===== src/rtl/div_prog_pkg.sv =====
// Shared definitions for the programmable divisor front panel.
// - DIV_W        : width of the divisor value driven to the divider
// - rpt_state_t  : per-button auto-repeat state (idle, held, repeating)
package div_prog_pkg;

    localparam int DIV_W = 16;

    typedef enum logic [1:0] {
        ST_IDLE = 2'd0,
        ST_HOLD = 2'd1,
        ST_RPT  = 2'd2
    } rpt_state_t;

endpackage


===== src/rtl/btn_debounce.sv =====
// Two-flop synchroniser followed by a counting debouncer for one raw button.
// Ports:
//   clk, rst_n : clock, asynchronous active-low reset
//   btn        : raw asynchronous button level
//   level      : debounced level
//   rise       : one-cycle pulse in the cycle level goes 0 -> 1
module btn_debounce
    import div_prog_pkg::*;
#(
    parameter int DEB_CYCLES = 50000
) (
    input  logic clk,
    input  logic rst_n,
    input  logic btn,
    output logic level,
    output logic rise
);

    localparam int CNT_W = $clog2(DEB_CYCLES + 1);

    logic [1:0]       sync_reg;
    logic [CNT_W-1:0] cnt_reg;
    logic             level_reg;
    logic             rise_reg;

    // cnt_reg counts consecutive synchronised samples that disagree with the
    // current debounced level; any agreeing sample clears it.
    always_ff @(posedge clk or negedge rst_n) begin
        if (!rst_n) begin
            sync_reg  <= 2'b00;
            cnt_reg   <= '0;
            level_reg <= 1'b0;
            rise_reg  <= 1'b0;
        end else begin
            sync_reg <= {sync_reg[0], btn};
            rise_reg <= 1'b0;
            if (sync_reg[1] == level_reg) begin
                cnt_reg <= '0;
            end else if (cnt_reg == CNT_W'(DEB_CYCLES - 1)) begin
                level_reg <= sync_reg[1];
                rise_reg  <= sync_reg[1];
                cnt_reg   <= '0;
            end else begin
                cnt_reg <= cnt_reg + 1'b1;
            end
        end
    end

    assign level = level_reg;
    assign rise  = rise_reg;

endmodule


===== src/rtl/div_prog.sv =====
// Push-button programmable divisor: up/down buttons with hold-to-repeat,
// a preset button, saturating arithmetic and a parallel-load strobe.
// Ports:
//   clk, rst_n              : clock, asynchronous active-low reset
//   btn_up, btn_dn, btn_pre : raw asynchronous buttons
//   coarse                  : selects STEP_COARSE (1) or STEP_FINE (0)
//   din                     : current divisor, always in [DIN_MIN, DIN_MAX]
//   pl                      : one-cycle load strobe, high when din changes
//                             and once on the first edge after reset
module div_prog
    import div_prog_pkg::*;
#(
    parameter int DEB_CYCLES  = 50000,
    parameter int RPT_DELAY   = 25000000,
    parameter int RPT_RATE    = 5000000,
    parameter int DIN_INIT    = 1000,
    parameter int DIN_MIN     = 1,
    parameter int DIN_MAX     = 65535,
    parameter int STEP_FINE   = 1,
    parameter int STEP_COARSE = 100
) (
    input  logic             clk,
    input  logic             rst_n,
    input  logic             btn_up,
    input  logic             btn_dn,
    input  logic             btn_pre,
    input  logic             coarse,
    output logic [DIV_W-1:0] din,
    output logic             pl
);

    localparam int RPT_MAX = (RPT_DELAY > RPT_RATE) ? RPT_DELAY : RPT_RATE;
    localparam int RPT_W   = $clog2(RPT_MAX + 1);
    localparam logic [DIV_W-1:0] INIT_VAL = DIV_W'(DIN_INIT);
    localparam logic [DIV_W-1:0] MIN_VAL  = DIV_W'(DIN_MIN);
    localparam logic [DIV_W-1:0] MAX_VAL  = DIV_W'(DIN_MAX);

    if (DIN_INIT < DIN_MIN || DIN_INIT > DIN_MAX) begin : g_bad_init
        $error("div_prog: DIN_INIT lies outside [DIN_MIN, DIN_MAX]");
    end

    // Button index: 0 = up, 1 = down, 2 = preset
    logic [2:0] btn_raw;
    logic [2:0] level;
    logic [2:0] rise;
    logic [1:0] rpt_ev;

    assign btn_raw = {btn_pre, btn_dn, btn_up};

    for (genvar gi = 0; gi < 3; gi++) begin : g_deb
        btn_debounce #(
            .DEB_CYCLES(DEB_CYCLES)
        ) u_deb (
            .clk  (clk),
            .rst_n(rst_n),
            .btn  (btn_raw[gi]),
            .level(level[gi]),
            .rise (rise[gi])
        );
    end

    // Hold-to-repeat FSM for up and down. A debounced fall returns to idle
    // from any state and takes priority over a same-cycle repeat event.
    for (genvar gi = 0; gi < 2; gi++) begin : g_rpt
        rpt_state_t       state_reg;
        logic [RPT_W-1:0] cnt_reg;
        logic             ev_reg;

        always_ff @(posedge clk or negedge rst_n) begin
            if (!rst_n) begin
                state_reg <= ST_IDLE;
                cnt_reg   <= '0;
                ev_reg    <= 1'b0;
            end else begin
                ev_reg <= 1'b0;
                case (state_reg)
                    ST_IDLE: begin
                        if (rise[gi]) begin
                            state_reg <= ST_HOLD;
                            cnt_reg   <= '0;
                            ev_reg    <= 1'b1;
                        end
                    end
                    ST_HOLD: begin
                        if (!level[gi]) begin
                            state_reg <= ST_IDLE;
                            cnt_reg   <= '0;
                        end else if (cnt_reg == RPT_W'(RPT_DELAY - 1)) begin
                            state_reg <= ST_RPT;
                            cnt_reg   <= '0;
                            ev_reg    <= 1'b1;
                        end else begin
                            cnt_reg <= cnt_reg + 1'b1;
                        end
                    end
                    ST_RPT: begin
                        if (!level[gi]) begin
                            state_reg <= ST_IDLE;
                            cnt_reg   <= '0;
                        end else if (cnt_reg == RPT_W'(RPT_RATE - 1)) begin
                            cnt_reg <= '0;
                            ev_reg  <= 1'b1;
                        end else begin
                            cnt_reg <= cnt_reg + 1'b1;
                        end
                    end
                    default: begin
                        state_reg <= ST_IDLE;
                        cnt_reg   <= '0;
                    end
                endcase
            end
        end

        assign rpt_ev[gi] = ev_reg;
    end

    // Preset never repeats: one event per debounced rising edge.
    logic pre_ev_reg;

    always_ff @(posedge clk or negedge rst_n) begin
        if (!rst_n) begin
            pre_ev_reg <= 1'b0;
        end else begin
            pre_ev_reg <= rise[2] & level[2];
        end
    end

    // Value arithmetic: the up sum is formed one bit wider so the clamp sees
    // overflow; the down path clamps at zero before applying DIN_MIN.
    logic [DIV_W-1:0] value_reg;
    logic [DIV_W-1:0] value_next;
    logic [DIV_W-1:0] step_w;
    logic [DIV_W:0]   sum_w;
    logic [DIV_W-1:0] up_val;
    logic [DIV_W-1:0] diff_w;
    logic [DIV_W-1:0] dn_val;
    logic             init_reg;
    logic             pl_reg;

    always_comb begin
        step_w     = coarse ? DIV_W'(STEP_COARSE) : DIV_W'(STEP_FINE);
        sum_w      = {1'b0, value_reg} + {1'b0, step_w};
        up_val     = (sum_w > {1'b0, MAX_VAL}) ? MAX_VAL : sum_w[DIV_W-1:0];
        diff_w     = (value_reg > step_w) ? (value_reg - step_w) : '0;
        dn_val     = (diff_w < MIN_VAL) ? MIN_VAL : diff_w;
        value_next = value_reg;
        if (pre_ev_reg) begin
            value_next = INIT_VAL;
        end else if (rpt_ev[0] && !rpt_ev[1]) begin
            value_next = up_val;
        end else if (rpt_ev[1] && !rpt_ev[0]) begin
            value_next = dn_val;
        end
    end

    // init_reg forces one load strobe on the first edge out of reset so the
    // downstream divider starts from DIN_INIT.
    always_ff @(posedge clk or negedge rst_n) begin
        if (!rst_n) begin
            value_reg <= INIT_VAL;
            pl_reg    <= 1'b0;
            init_reg  <= 1'b1;
        end else begin
            value_reg <= value_next;
            pl_reg    <= init_reg | (value_next != value_reg);
            init_reg  <= 1'b0;
        end
    end

    assign din = value_reg;
    assign pl  = pl_reg;

endmodule

===== config.mk =====
export PLATFORM = sky130hd
export DESIGN_NAME = div_prog
export DESIGN_NICKNAME = d
export VERILOG_FILES = /design/src/rtl/div_prog_pkg.sv /design/src/rtl/btn_debounce.sv /design/src/rtl/div_prog.sv
export SDC_FILE = /design/constraint.sdc
export NUM_CORES = 1
export LEC_CHECK = 0
export CORE_MARGIN = 3
export CORE_UTILIZATION = 35
export DETAILED_ROUTE_END_ITERATION = 8
export RECOVER_POWER = 25
export SETUP_SLACK_MARGIN = 0.5
export SLEW_MARGIN = 20
export SYNTH_ARGS = -nofsm -noshare
export SYNTH_HDL_FRONTEND = slang
export SYNTH_SLANG_ARGS = --single-unit
export TNS_END_PERCENT = 100

===== constraint.sdc =====
create_clock -name clk -period 4.78 [get_ports clk]
set_input_delay 0.478 -clock clk [delete_from_list [all_inputs] [get_ports clk]]
set_output_delay 0.478 -clock clk [all_outputs]
set_load 0.02 [all_outputs]

**After elaboration in Yosys (flattened, before gate mapping)**

Index checks and enable logic that the tools add are counted.

- Output and inout port bits: 17
- ROM bits: 0
- Latch bits: 0
- Register bits: 135
- Bits of input ports: 6
- Logic and storage cells: 122
- RAM bits: 0
- Memories kept: 0

- Multipliers: 0
- Bitwise operators: 5
- Shifts and indexed selects: 0
- Mux-type cells: 53
- Equal/unequal tests: 21
- Reduce and logical (&&, ||, !) cells: 11
- Add/sub/neg operators: 7
- Div/mod/pow operators: 0
- Order comparisons: 3

Operators with widths:

| kind | count |
|---|---|
| $mux 25 | 10 |
| $mux 16 | 12 |
| $pmux 25 s3 | 2 |
| $add 25x1->25 const B | 2 |
| $eq 25x23->1 const B | 2 |
| $eq 25x25->1 const B | 2 |
| $add 16x1->16 const B | 3 |
| $eq 16x16->1 const B | 3 |
| $add 16x7->17 | 1 |
| $gt 17x16->1 const B | 1 |
| $gt 16x7->1 | 1 |
| $lt 16x1->1 const B | 1 |
| $mux 1 | 16 |
| $mux 2 | 8 |
| $ne 16x16->1 | 1 |
| $sub 16x7->16 | 1 |
| $pmux 2 s3 | 2 |
| $mux 7 | 1 |
| $ne 3x3->1 const B | 2 |
| $pmux 1 s3 | 2 |
| $reduce_and 2->1 | 3 |
| $reduce_and 3->1 | 2 |
| $eq 2x1->1 const B | 2 |
| $eq 2x2->1 const B | 2 |
| other kinds (9) | 18 |

**Longest topological paths before layout**

- Word-level depth: 10
- Gate-level depth with buffers: 12
- Depth with buffers taken out: 12

**Cells and area by module**

Synthesis repeated with hierarchy kept, for this count alone.

- Cells, all modules: 995
- Area total of the unflattened synthesis: 8,534.4 um2

By module, submodules not included:

| module | area each (um2) | cells each | times used | seq. area each (um2) |
|---|---|---|---|---|
| div_prog | 5,629.1 | 722 | 1 | 1,885.6 |
| btn_debounce | 968.4 | 91 | 3 | 500.5 |

**Worst setup path before layout**

Ideal clock, no wire load.

- Path type: reg2reg
- Start point: register value_reg[6], in the netlist din[6]
- End point: register pl_reg, in the netlist pl
- Path buffers: 1
- Stages on the path, launching flop included: 12
- Required time: 4,637 ps
- Clock period less this slack: 3,223 ps
- Slack: 1,557 ps
- Library setup time: 143 ps
- Arrival: 3,080 ps
- Path through: dfstp_2 ha_1 clkbuf_1 a211o_2 nor4_1 o21ai_4 nand2_4 o311ai_1 a211o_1 a221o_1 a2111oi_2 nand4_1

- Word-level cells in the longest chain between the ends: 9
- Elaborated cells between the ends (all ways): 13
- Classes of those cells: 2 x add/sub; 3 x order compare; 1 x eq/ne; 6 x mux; 1 x bitwise

Ends and longest elaborated chain:

| what | RTL line | RTL |
|---|---|---|
| start: declaration | div_prog.sv:131 | `logic [DIV_W-1:0] value_reg;` |
| start signal: assignment | div_prog.sv:165 | `value_reg <= value_next;` |
| $sub 16x7->16 / $gt 16x7->1 (equally long branches) | div_prog.sv:145 | `diff_w = (value_reg > step_w) ? (value_reg - step_w) : '0;` |
| $mux 16 | div_prog.sv:145 |  |
| $lt 16x1->1 | div_prog.sv:146 | `dn_val = (diff_w < MIN_VAL) ? MIN_VAL : diff_w;` |
| $mux 16 | div_prog.sv:146 |  |
| $mux 16 | div_prog.sv:152 | `end else if (rpt_ev[1] && !rpt_ev[0]) begin` |
| $mux 16 | div_prog.sv:150 | `end else if (rpt_ev[0] && !rpt_ev[1]) begin` |
| $mux 16 | div_prog.sv:148 | `if (pre_ev_reg) begin` |
| $ne 16x16->1 (*) | div_prog.sv:166 | `pl_reg <= init_reg \| (value_next != value_reg);` |
| $or 1x1->1 (*) | div_prog.sv:166 |  |
| end signal: assignment | div_prog.sv:166 |  |
| end: declaration | div_prog.sv:139 | `logic pl_reg;` |

Mark *: on every way between the ends. The rest lies on a longest branch, timed or not.
A chain may end at the register's enable or synchronous reset.

**Final worst setup path**

- Start point: input port coarse
- End point: register pl_reg, in the netlist pl

- Word-level cells in the longest chain between the ends: 10
- Elaborated cells between the ends (all ways): 14
- Classes of those cells: 2 x add/sub; 3 x order compare; 1 x eq/ne; 7 x mux; 1 x bitwise

Ends and longest elaborated chain:

| what | RTL line | RTL |
|---|---|---|
| start: declaration | div_prog.sv:27 | `input logic coarse,` |
| $mux 7 (*) | div_prog.sv:142 | `step_w = coarse ? DIV_W'(STEP_COARSE) : DIV_W'(STEP_FINE);` |
| $sub 16x7->16 / $gt 16x7->1 (equally long branches) | div_prog.sv:145 |  |
| $mux 16 | div_prog.sv:145 |  |
| $lt 16x1->1 | div_prog.sv:146 |  |
| $mux 16 | div_prog.sv:146 |  |
| $mux 16 | div_prog.sv:152 |  |
| $mux 16 (*) | div_prog.sv:150 |  |
| $mux 16 (*) | div_prog.sv:148 |  |
| $ne 16x16->1 (*) | div_prog.sv:166 |  |
| $or 1x1->1 (*) | div_prog.sv:166 |  |

Marks and branches as above.

==> reports/metrics.cfg <==
[timing]
hold_viol = 0
max_slew.worst_pin.slew_ps = 2460
max_clock_freq_mhz = 264
final.period_utilization_pct = 79.2
final.setup_skew_ps = 10.2
slew_headroom_pct = -64.3
setup_viol = 0
timing.setup.tns_ps = 0
unrepaired_setup_endpoints_after_global_routing = false
final_number_of_max_transition_violations = 100
period_minus_slack_ps = 3780

[routing]
drt_iter0_markers = 505
post_drt_wl_per_cell_um = 15.5
drtAntennaViolNets = 0
routed_wl_mm = 19.5
drc = 0
drt_pre_antenna_iters = 5
post_drt_via_cell_ratio = 5.31
vias = 6665

[setup_path]
r2r_slack_ps = 1100
crit-reg2reg-capture = pl$_DFF_PN0_
crit_required_ps = 5070
worstRegToRegCells = 10
r2r_start = din[6]$_DFF_PN1_
critical_path.max_fanout = 9
timing.critical_path.to_type = flip-flop
worst_setup_path_start_kind = primary input
worst-setup-path-type = primary input to flip-flop
timing.critical_path.arrival_ps = 4070

[global_route]
grt_pass1_vias = 6376
antenna_found_initial = 0
grt_start_max_net_pins = 100
grt_overflow = 0
track_usage_pct = 16.2
wire_length_of_the_first_global_routing_pass_mm = 32.8

[clock_network]
clock_insertion_delay_worst_skew_ps = 420
cts_tree = yes
cts_hold_buffers = 0
postCtsResizedCells = 0
clk_pin_slew_worst_paths_ps = 60
cts_post_setup_buffers_inserted = 0
maximum_count_of_clock_buffers_along_a_single_path = 2
cts.root.buffer_cell = sky130_fd_sc_hd__clkbuf_16
htree_num_levels = 4
cts-buffers-inserted = 17
tritoncts_num_sinks = 135

[yosys]
post_synth_instance_area_mm2 = 0.00814
postSynthCellCount = 918
synth.ff_latch_count = 135
number_of_enable_flip_flop_cells_after_synthesis = 0
syn_nets = 947
synth.top_cell.area_share_pct = 39.4
yosysWarningCount = 0
seq_area_frac_synth_pct = 41.6
netlist-cell-type-count = 86
async_flop_share_pct = 100
post-synth-top-area-cell = sky130_fd_sc_hd__dfrtp_1
post_synth_most_frequent_cells = 128 x sky130_fd_sc_hd__dfrtp_1, 119 x sky130_fd_sc_hd__nor2_1, 103 x sky130_fd_sc_hd__nand2_1
synth_ff_type = sky130_fd_sc_hd__dfrtp_1
synth_area_per_cell_um2 = 8.87
synth_most_common_cell = sky130_fd_sc_hd__dfrtp_1
synth_area_leaders = sky130_fd_sc_hd__dfrtp_1 39%, sky130_fd_sc_hd__nor2_1 5.5%, sky130_fd_sc_hd__xor2_1 5.2%

[die]
die_h_um = 158
core_region_area_mm2 = 0.0228
floorplan.die_area_mm2 = 0.0251
design.portCount = 23
floorplan.die.width_um = 158
start_util_pct = 35.7
placementRows = 55

[finish]
flip_flop_count_of_the_largest_register_after_layout = 50
fin_area_mm2 = 0.00909
synthToLayoutAreaGrowth_pct = 11.7
nFillCells = 2271
seqCellArea_mm2 = 0.00339
final_nets = 958
antenna_cells_inserted = 0
drive_gt1_share_pct = 7.86
multi_input_comb_area_mm2 = 0.00442

[placement]
detailed_place.area_mm2 = 0.00854
place_congestion = 0.931
buffer_ports.inserted = 22
dpl.hpwl_mm = 13.4

[status]
failing_checks = max-capacitance violations, max-slew violations
run_status = finished with violations

[hold_path]
endpoint_of_the_worst_hold_path = g_deb[1].u_deb.sync_reg[1]$_DFF_PN0_
timing.hold.worst.start = g_deb[1].u_deb.sync_reg[0]$_DFF_PN0_
min-delay-path-class = flip-flop to flip-flop
hold_depth = 0

[pwr]
leakage_power_of_the_design_nw = 3.81
peak_ir_drop_on_the_vdd_network_v = 0.000207
cellPowerDensity_mw_per_mm2 = 278

[job]
timing.max_cap.violations = 1

[cells in the final DEF, fill, tap and decap left out, drive strengths merged, types with 4 or more instances in the layout]
master / count
xnor2: 38
clkdlybuf4s50: 18
o21ai: 67
dfstp: 7
and3: 24
or2: 9
clkbuf: 19
nor2b: 13
a221o: 4
nor2: 120
a211oi: 9
mux2i: 4
and2: 6
nand3: 49
nand4: 26
o22ai: 4
buf: 4
a21oi: 33
nor3: 25
xor2: 48
a21o: 5
ha: 23
nand3b: 4
nand2b: 11
clkinv: 7
inv: 26
nand2: 104
and4: 4
nor4: 10
o31ai: 12
mux2: 4
dfrtp: 128
[worst max-delay path, cell delays in order]
cell and delay, ps:
sky130_fd_sc_hd__clkdlybuf4s50_1 540, sky130_fd_sc_hd__inv_1 140, sky130_fd_sc_hd__ha_1 420, sky130_fd_sc_hd__a211o_2 390, sky130_fd_sc_hd__nand3b_1 430, sky130_fd_sc_hd__nor2_1 240, sky130_fd_sc_hd__xnor2_1 180, sky130_fd_sc_hd__nand4_1 120
sky130_fd_sc_hd__nor4_1 420, sky130_fd_sc_hd__mux2_2 380, sky130_fd_sc_hd__a211oi_1 210, sky130_fd_sc_hd__nand4_1 120
[power breakdown]
| part | total, mW | switching, mW | internal [mW] | leakage, nW |
|---|---|---|---|---|
| sequential | 1.17 | 0.0123 | 1.16 | 1.83 |
| combinational | 0.104 | 0.0711 | 0.0329 | 1.72 |
| clock | 1.25 | 0.534 | 0.719 | 0.267 |
| total | 2.52 | 0.618 | 1.91 | 3.81 |
[final cells by class]
type,count,share of cell area (%)
multi-input combinational,726,48.7
sequential,135,37.3
clock buffer,18,4.72
tap,313,4.31
timing repair buffer,26,2.70
clock inverter,14,1.38
inverter,23,0.950
[logic make-up after synthesis]
logic type	after synthesis	synth area share, %
AO/OA/AOI/OAI	180	14.4
XOR/XNOR	86	9.35
adder cells (fa/ha/maj)	23	3.54
buffers and inverters	57	4.04
flip-flops	135	41.6
multiplexers	8	1.05
other	1	0.0461
AND/OR/NAND/NOR	428	25.9
[how the worst max path moves through the flow]
stage | startpoint | endpoint | cells past startpoint
finish | coarse | pl$_DFF_PN0_ | 12
global route | coarse | pl$_DFF_PN0_ | 12
CTS | coarse | pl$_DFF_PN0_ | 12
detailed placement | coarse | pl$_DFF_PN0_ | 12
global placement | coarse | pl$_DFF_PN0_ | 12
floorplan | din[6]$_DFF_PN1_ | pl$_DFF_PN0_ | 11
[metal layers]
| layer | routed length, µm | global-route usage (%) |
|---|---|---|
| met5 | 0 | 0 |
| met4 | 448 | 5.65 |
| met3 | 849 | 2.88 |
| met2 | 8860 | 25.2 |
| met1 | 9360 | 22.7 |
[through the flow]
| step | power, mW | std cells | util, % | hold WS [ps] | worst slack, ps |
|---|---|---|---|---|---|
| after floorplan | 1.24 | 918 | - | 182 | 1560 |
| after global placement | 1.29 | 1223 | 37.5 | 332 | 688 |
| after detailed placement | 1.29 | 1223 | 37.5 | 335 | 608 |
| after CTS | 2.56 | 1255 | 39.9 | 202 | 1060 |
| after global routing | 2.62 | 1255 | 39.9 | 354 | 796 |
| final | 2.52 | 1255 | 39.9 | 347 | 996 |
(Power assumes the default switching activity.)
